==> src/rtl/tatzel_sar_ctrl_if.sv <==
// Handshake/data bundle between the SAR controller and its environment.
// The controller is built with the slave modport; the driver of ena/start/cmp_in uses master.
interface tatzel_sar_ctrl_if #(
  parameter int WIDTH = 8
);
  logic             ena;
  logic             start;
  logic             cmp_in;
  logic [WIDTH-1:0] dac_code;
  logic [WIDTH-1:0] result;
  logic             busy;
  logic             done;

  modport master (
    output ena, start, cmp_in,
    input  dac_code, result, busy, done
  );

  modport slave (
    input  ena, start, cmp_in,
    output dac_code, result, busy, done
  );
endinterface

==> src/rtl/tatzel_sar_ctrl.sv <==
// Successive-approximation controller: trial codes to the DAC trim, comparator read-back.
// Define TATZEL_SAR_AVG_EN to average four back-to-back conversions per start.
module tatzel_sar_ctrl #(
  parameter int WIDTH         = 8,
  parameter int SETTLE_CYCLES = 4
) (
  input  logic              clk,
  input  logic              rst_n,
  tatzel_sar_ctrl_if.slave  sar
);

  localparam int KW = (WIDTH > 1) ? $clog2(WIDTH) : 1;
  localparam logic [KW-1:0]    K_MSB    = KW'(WIDTH - 1);
  localparam logic [3:0]       CNT_LOAD = 4'(SETTLE_CYCLES - 1);
  localparam logic [WIDTH-1:0] MSB_CODE = {1'b1, {(WIDTH-1){1'b0}}};

  typedef enum logic [1:0] {
    IDLE,
    SETTLE,
    DECIDE,
    FINISH
  } state_t;

  state_t           state, state_n;
  logic             cmp_meta, cmp_s;
  logic [KW-1:0]    k, k_n;
  logic [3:0]       cnt, cnt_n;
  logic [WIDTH-1:0] dac_code, dac_n;
  logic [WIDTH-1:0] result, result_n;
  logic [WIDTH-1:0] dec_code;

`ifdef TATZEL_SAR_AVG_EN
  logic [WIDTH+1:0] acc, acc_n, sum;
  logic [1:0]       conv, conv_n;
`endif

  // Comparator output is asynchronous to clk; only cmp_s feeds the decision.
  always_ff @(posedge clk or negedge rst_n) begin
    if (!rst_n) begin
      cmp_meta <= 1'b0;
      cmp_s    <= 1'b0;
    end else begin
      cmp_meta <= sar.cmp_in;
      cmp_s    <= cmp_meta;
    end
  end

  always_ff @(posedge clk or negedge rst_n) begin
    if (!rst_n) begin
      state    <= IDLE;
      k        <= '0;
      cnt      <= '0;
      dac_code <= '0;
      result   <= '0;
`ifdef TATZEL_SAR_AVG_EN
      acc      <= '0;
      conv     <= '0;
`endif
    end else begin
      state    <= state_n;
      k        <= k_n;
      cnt      <= cnt_n;
      dac_code <= dac_n;
      result   <= result_n;
`ifdef TATZEL_SAR_AVG_EN
      acc      <= acc_n;
      conv     <= conv_n;
`endif
    end
  end

  always_comb begin
    state_n     = state;
    k_n         = k;
    cnt_n       = cnt;
    dac_n       = dac_code;
    result_n    = result;
    dec_code    = dac_code;
    dec_code[k] = cmp_s;
`ifdef TATZEL_SAR_AVG_EN
    acc_n       = acc;
    conv_n      = conv;
    sum         = acc + {2'b00, dec_code};
`endif

    if (!sar.ena) begin
      state_n = IDLE;
      k_n     = '0;
      cnt_n   = '0;
      dac_n   = '0;
`ifdef TATZEL_SAR_AVG_EN
      acc_n   = '0;
      conv_n  = '0;
`endif
    end else begin
      case (state)
        IDLE: begin
          if (sar.start) begin
            state_n = SETTLE;
            k_n     = K_MSB;
            cnt_n   = CNT_LOAD;
            dac_n   = MSB_CODE;
`ifdef TATZEL_SAR_AVG_EN
            acc_n   = '0;
            conv_n  = '0;
`endif
          end
        end

        SETTLE: begin
          if (cnt == '0) state_n = DECIDE;
          else           cnt_n   = cnt - 1'b1;
        end

        DECIDE: begin
          if (k != '0) begin
            dac_n          = dec_code;
            dac_n[k-1'b1]  = 1'b1;
            k_n            = k - 1'b1;
            cnt_n          = CNT_LOAD;
            state_n        = SETTLE;
          end else begin
`ifdef TATZEL_SAR_AVG_EN
            // Conversions 1-3 roll straight into the next MSB trial, no IDLE gap.
            if (conv != 2'd3) begin
              acc_n   = sum;
              conv_n  = conv + 1'b1;
              dac_n   = MSB_CODE;
              k_n     = K_MSB;
              cnt_n   = CNT_LOAD;
              state_n = SETTLE;
            end else begin
              result_n = sum[WIDTH+1:2];
              dac_n    = dec_code;
              acc_n    = '0;
              conv_n   = '0;
              state_n  = FINISH;
            end
`else
            // result is loaded on entry to FINISH so it is valid alongside done.
            result_n = dec_code;
            dac_n    = dec_code;
            state_n  = FINISH;
`endif
          end
        end

        FINISH:  state_n = IDLE;
        default: state_n = IDLE;
      endcase
    end
  end

  assign sar.dac_code = dac_code;
  assign sar.result   = result;
  assign sar.busy     = (state == SETTLE) || (state == DECIDE);
  assign sar.done     = (state == FINISH);

endmodule

==> src/flat_wrapper.sv <==
// flat-port wrapper written by rule: the top's interface ports become plain ports
module tatzel_sar_ctrl_flat 
#(
  parameter int WIDTH         = 8,
  parameter int SETTLE_CYCLES = 4
)
  (clk, rst_n, sar_ena, sar_start, sar_cmp_in, sar_dac_code, sar_result, sar_busy, sar_done);
  tatzel_sar_ctrl_if #(.WIDTH(WIDTH)) sar_i ();
  input  logic clk;
  input  logic rst_n;
  input wire logic [$bits(sar_i.ena)-1:0] sar_ena;
  input wire logic [$bits(sar_i.start)-1:0] sar_start;
  input wire logic [$bits(sar_i.cmp_in)-1:0] sar_cmp_in;
  output wire logic [$bits(sar_i.dac_code)-1:0] sar_dac_code;
  output wire logic [$bits(sar_i.result)-1:0] sar_result;
  output wire logic [$bits(sar_i.busy)-1:0] sar_busy;
  output wire logic [$bits(sar_i.done)-1:0] sar_done;
  assign sar_i.ena = sar_ena;
  assign sar_i.start = sar_start;
  assign sar_i.cmp_in = sar_cmp_in;
  assign sar_dac_code = sar_i.dac_code;
  assign sar_result = sar_i.result;
  assign sar_busy = sar_i.busy;
  assign sar_done = sar_i.done;
  tatzel_sar_ctrl #(.WIDTH(WIDTH), .SETTLE_CYCLES(SETTLE_CYCLES)) u_core (.clk(clk), .rst_n(rst_n), .sar(sar_i));
endmodule
==> config.mk <==
export PLATFORM = sky130hd
export DESIGN_NAME = tatzel_sar_ctrl_flat
export DESIGN_NICKNAME = d
export VERILOG_FILES = /design/src/rtl/tatzel_sar_ctrl_if.sv /design/src/rtl/tatzel_sar_ctrl.sv /design/src/flat_wrapper.sv
export SDC_FILE = /design/constraint.sdc
export NUM_CORES = 1
export LEC_CHECK = 0
export BUFFER_PORTS_ARGS = -buffer_cell sky130_fd_sc_hd__buf_2
export CAP_MARGIN = 40
export CORE_ASPECT_RATIO = 0.9
export CORE_MARGIN = 1.5
export CORE_UTILIZATION = 51
export CTS_CLUSTER_DIAMETER = 200
export DETAILED_ROUTE_END_ITERATION = 10
export PLACE_DENSITY = 0.7
export SETUP_SLACK_MARGIN = 0.2
export SLEW_MARGIN = 0
export SYNTH_ARGS = -nofsm -noshare
export SYNTH_HDL_FRONTEND = slang
export SYNTH_SLANG_ARGS = --single-unit
==> constraint.sdc <==
create_clock -name clk -period 6 [get_ports clk]
set_clock_uncertainty 0.15 [all_clocks]
set_input_delay 1.2 -clock clk [delete_from_list [all_inputs] [get_ports clk]]
set_output_delay 1.2 -clock clk [all_outputs]
set_load 0.005 [all_outputs]
# Yosys cells after proc, flatten, opt, wreduce, memory -nomap -nowiden
# Cells that the tools add are included.
[word_totals] ff_bits=27 input_bits=5 output_inout_bits=18 word_cells=58
[classes] add_sub_neg=2 magnitude_cmp=4 eq_ne=9 muxes=23 bitwise_logic=2 reduce_logical=11
[ops] operator="8-bit two-way mux" count=3
[ops] operator="4-bit two-way mux" count=4
[ops] operator="8-bit one-hot mux with 2 select lines" count=1
[ops] operator="4-bit one-hot mux with 3 select lines" count=1
[ops] operator="3-bit two-way mux" count=3
[ops] operator="8-bit bitwise mux" count=1
[ops] operator="3-bit by 4-bit less-than comparator with 1-bit output, second input constant" count=2
[ops] operator="2-bit two-way mux" count=4
[ops] operator="8-bit OR" count=1
[ops] operator="2-bit one-hot mux with 4 select lines" count=1
[ops] operator="1-bit demux with 3-bit select" count=2
[ops] operator="3-bit by 1-bit >= comparator with 1-bit output, second input constant" count=2
[ops] operator="3-bit by 2-bit != test with 1-bit output, second input constant" count=2
[ops] operator="3-bit != test, second input constant" count=2
[ops] operator="3-bit one-hot mux with 2 select lines" count=1
[ops] operator="3-bit AND reduction" count=2
[ops] operator="2-bit equality test, second input constant" count=2
[ops] operator="4-bit logical NOT" count=1
[ops] operator="4-bit by 1-bit != test with 1-bit output, second input constant" count=1
[ops] operator="2-bit AND reduction" count=2
[ops] operator="4-bit AND reduction" count=1
[ops] operator="4-bit by 1-bit subtractor with 4-bit output, second input constant" count=1
[ops] operator="3-bit by 1-bit != test with 1-bit output, second input constant" count=1
[ops] operator="3-bit nonzero test" count=1
[ops] operator="7 further kinds" count=9

# Longest topological paths before layout
[logic_depth] ltp_word=9 ltp_mapped=8 depth_no_buf=6

# Least setup slack after synthesis
# OpenSTA, ideal clock, no wires.
[synth_timing] kind="input-to-reg" start="in sar_ena" end="reg u_core.cnt[1]" setup_time_ps=80 arrival_ps=2140 t_required_ps=5770 path_slack_ps=3629 stages=5 n_path_buf=1 cell_sequence="clkbuf_1 > inv_1 > a31o_2 > and4_4 > nor3_2"
[synth_via] elab_chain_len=2 word_cells_on_any_way=6 classes_between="eq/ne (4); mux (1); reduce/logical (1)"
[synth_lines] item="start: declaration" line="flat_wrapper.sv:11" rtl="input wire logic [$bits(sar_i.ena)-1:0] sar_ena;"
[synth_lines] item="4-bit by 1-bit != test with 1-bit output (no line) (tied with other cells)"
[synth_lines] item="4-bit AND reduction (no line)"
[synth_lines] item="end signal: assignment" line="tatzel_sar_ctrl.sv:62" rtl="cnt <= cnt_n;"
[synth_lines] item="end: declaration" line="tatzel_sar_ctrl.sv:27" rtl="logic [3:0] cnt, cnt_n;"
# Parallel ways exist; a longest one is shown, timed or not.
# A chain may end at the register's enable or synchronous reset.

# Worst setup path in the final report
[layout_timing] start="reg u_core.state[0]" end="out sar_busy"
[layout_via] elab_chain_len=2 word_cells_on_any_way=3 classes_between="eq/ne (2); reduce/logical (1)"
[layout_lines] item="start: declaration" line="tatzel_sar_ctrl.sv:24" rtl="state_t state, state_n;"
[layout_lines] item="start signal: assignment" line="tatzel_sar_ctrl.sv:60" rtl="state <= state_n;"
[layout_lines] item="2-bit by 1-bit equality test with 1-bit output or 2-bit equality test (tied branches)" line="tatzel_sar_ctrl.sv:156" rtl="assign sar.busy = (state == SETTLE) || (state == DECIDE);"
[layout_lines] item="1-bit logical OR *" line="tatzel_sar_ctrl.sv:156"
[layout_lines] item="end: declaration" line="flat_wrapper.sv:16" rtl="output wire logic [$bits(sar_i.busy)-1:0] sar_busy;"
# Mark *: on every way between the ends. The rest lies on a longest branch, timed or not.

==> summary.txt <==
Max stage delay cell, worst path -> dfrtp_1
final wirelength -> 3010 um
FF-to-FF End -> u_core.state[1]$_DFFE_PN0P_
clock latency on the worst-skew pair -> 330 ps
ANT cells -> 0
worst slack, placed -> 3360 ps
Synth Area in Adders -> 7.34%
Overall Global Routing Usage -> 20.6%
Syn Area/Cell -> 9.83 um^2
area grow syn2layout -> 9.22%
Total Negative Setup Slacks -> 0 ps
drt via density -> 5.71
Initial Utilization -> 54.9%
Hold Vio Cnt, Final -> 0
Clock transition at path regs -> 140 ps
Core ar. -> 0.00279 mm^2
htree depth -> 1
critical path type -> flip-flop to output pin
Register Area -> 676 um^2
worst-path cell chain -> inv_1 -> ha_1 -> buf_2
Worst Max-Slew Pin Slew -> 587 ps
Max stage delay on crit path -> 440 ps
Post-CTS Resized -> 0
Rows -> 18
Mapped Cells -> 156
worst reg2reg path startpoint -> u_core.k[0]$_DFFE_PN0P_
f_max -> 376 MHz
root buffer cell -> clkbuf_4
hold_buf cts -> 0
Unique masters post-synth -> 35
post-synthesis mux area share -> 5.87%
Nets -> 187
global-route wire length before repair -> 5040 um
HP Class -> flip-flop to flip-flop
PD cells -> 421 mW/mm^2
DR iter-0 viols -> 48
final worst setup slack -> 3340 ps
complex-gate fraction of the synthesized area -> 20.5%
Slew HR -> 60.9%
CP Data Arrival Time -> 1310 ps
FF-to-FF path depth -> 6
largest family of logic cells by synthesized area -> compound AO/OA/AOI/OAI gates
Clock Path Buffers -> 2
Critical Path Fanout Max -> 5
layout cells sized above 1 -> 17.4%
maxcap violations -> 0
Post-Synth Simple-Gate Area -> 16.8%
top cells by area, synth -> dfrtp_1 (44%), ha_1 (7.3%), mux2i_1 (5.9%)
Multi-input gate area -> 783 um^2
Hold Slack -> 220 ps
Post-synth ARST share -> 100%
Synth Warn # -> 0
area leader, netlist -> dfrtp_1
die area -> 0.00335 mm^2
RSZ-0062 raised after global routing -> false
XOR/XNOR share of the synthesized area -> 0.571%
CP Data Required Time -> 4650 ps
register area share after synthesis -> 44.0%
antenna viol nets, final -> 0
GPL Wtd Cong -> 0.863
R2R Setup Slk -> 3890 ps
family with the most delay on the worst path -> flip-flops
top cells by count, synth -> dfrtp_1 (27), nand2_1 (15), o21ai_1 (12)
I/O pin count -> 23
EDFF count, synth -> 0
Hold Crit Depth -> 0
Final min period -> 2660 ps
Cell Area, Synth -> 0.00153 mm^2
number of global-route vias before repair -> 1,096
Synth top area share -> 44.0%
via count -> 1,211
Die Y -> 55.0 um
clock sinks -> 27
Final Setup Violations -> 0
crit path buf inv count -> 2
Synth Flop Type -> dfrtp_1
CTS tree -> built
Static Leak -> 0.000812 uW
total grt overflow -> 0
Die X -> 60.8 um
Synth Net Count -> 170
status -> finished, final reports clean
Setup crit start kind -> flip-flop
register bit total from synthesis -> 27
total CTS buffers -> 3
Hold EP -> u_core.cmp_s$_DFF_PN0_
Power Total -> 705 uW
# fillers -> 255
Hold Startpoint -> u_core.cmp_meta$_DFF_PN0_
post-DP HPWL -> 2220 um
1st-pass router iterations -> 4
Period Utilization, post-route -> 44.3%
Avg WL per Cell -> 14.2 um
initial antenna violation count -> 0
post-CTS setup repair buffer count -> 0
pin count of the biggest net entering global routing -> 28
Critical Path End Type -> output pin
cell with the most instances after synthesis -> dfrtp_1
Final Max Slew Viols -> 0
Max VDD drop -> 266 uV
I/O Buffers -> 22
residual DRC count -> 0
==> where the power goes <==
group | internal, uW | leakage, uW | switching [uW] | total (uW)
clock network | 25.6 | 0.0000139 | 56.4 | 82.0
logic | 148 | 0.000437 | 193 | 341
registers | 222 | 0.000361 | 59.7 | 281
==> layout make-up <==
| class | count | area share (%) |
|---|---|---|
| inverter | 7 | 1.57 |
| timing repair buffer | 22 | 6.57 |
| clock inverter | 1 | 0.448 |
| clock buffer | 3 | 1.34 |
| tap | 40 | 2.99 |
| sequential | 27 | 40.3 |
| multi-input combinational | 112 | 46.8 |
==> state kept, by name, summed over array words and instances, names as in the netlist <==
name / cells
u_core.cmp_meta: 1
u_core.cmp_s: 1
u_core.cnt: 4
u_core.k: 3
u_core.sar.dac_code: 8
u_core.sar.result: 8
u_core.state: 2
==> layer usage <==
metal / wire [um] / up-vias / GRT usage [%]
met1: 1550 / 574 / 29.8
met2: 1290 / 31 / 31.0
met3: 137 / 5 / 4.19
met4: 35 / 0 / 6.52
met5: 0 / - / 0
li1: - / 601 / -
==> per-stage QoR <==
step,instance area (um^2),util (%),cells
floorplan,1530,-,156
global placement,1650,58.9,208
detailed placement,1650,58.9,208
CTS,1680,60.0,212
global route,1680,60.0,212
finish,1680,60.0,212
==> worst max path at each step <==
stage / cells past startpoint / to / startpoint / slack [ps]
2_1_floorplan: 5 / u_core.cnt[1]$_DFFE_PN0P_ / sar_ena / 3630
3_3_place_gp: 5 / u_core.sar.dac_code[3]$_DFFE_PN0P_ / sar_start / 3430
3_5_place_dp: 5 / u_core.sar.dac_code[1]$_DFFE_PN0P_ / sar_start / 3360
4_1_cts: 3 / sar_busy / u_core.state[0]$_DFFE_PN0P_ / 3320
5_1_grt: 3 / sar_busy / u_core.state[0]$_DFFE_PN0P_ / 3230
6_report: 3 / sar_busy / u_core.state[0]$_DFFE_PN0P_ / 3340
==> placed cells by master, fill, tap and decap left out, types with 3 or more instances in the layout <==
master     n
nor2_1     6
o21ai_1   12
inv_1      6
dfrtp_1   27
nand3_1    3
a22o_1    10
buf_2     22
nor3_1     3
nand3b_1   5
mux2i_1    9
ha_1       9
clkbuf_4   3
a21oi_1    5
nand2_1   15
nor3b_1    4
o21ai_0    7
==> cells by family (layout without fill, tap and decap cells) <==
group	after synthesis	in the layout
mux	9	9
xor+xnor	1	1
fa+ha+maj	9	9
flops	27	27
simple gates	46	46
buf+inv	17	33
compound gates	47	47
Note: power is estimated with default switching activity, not from simulation.
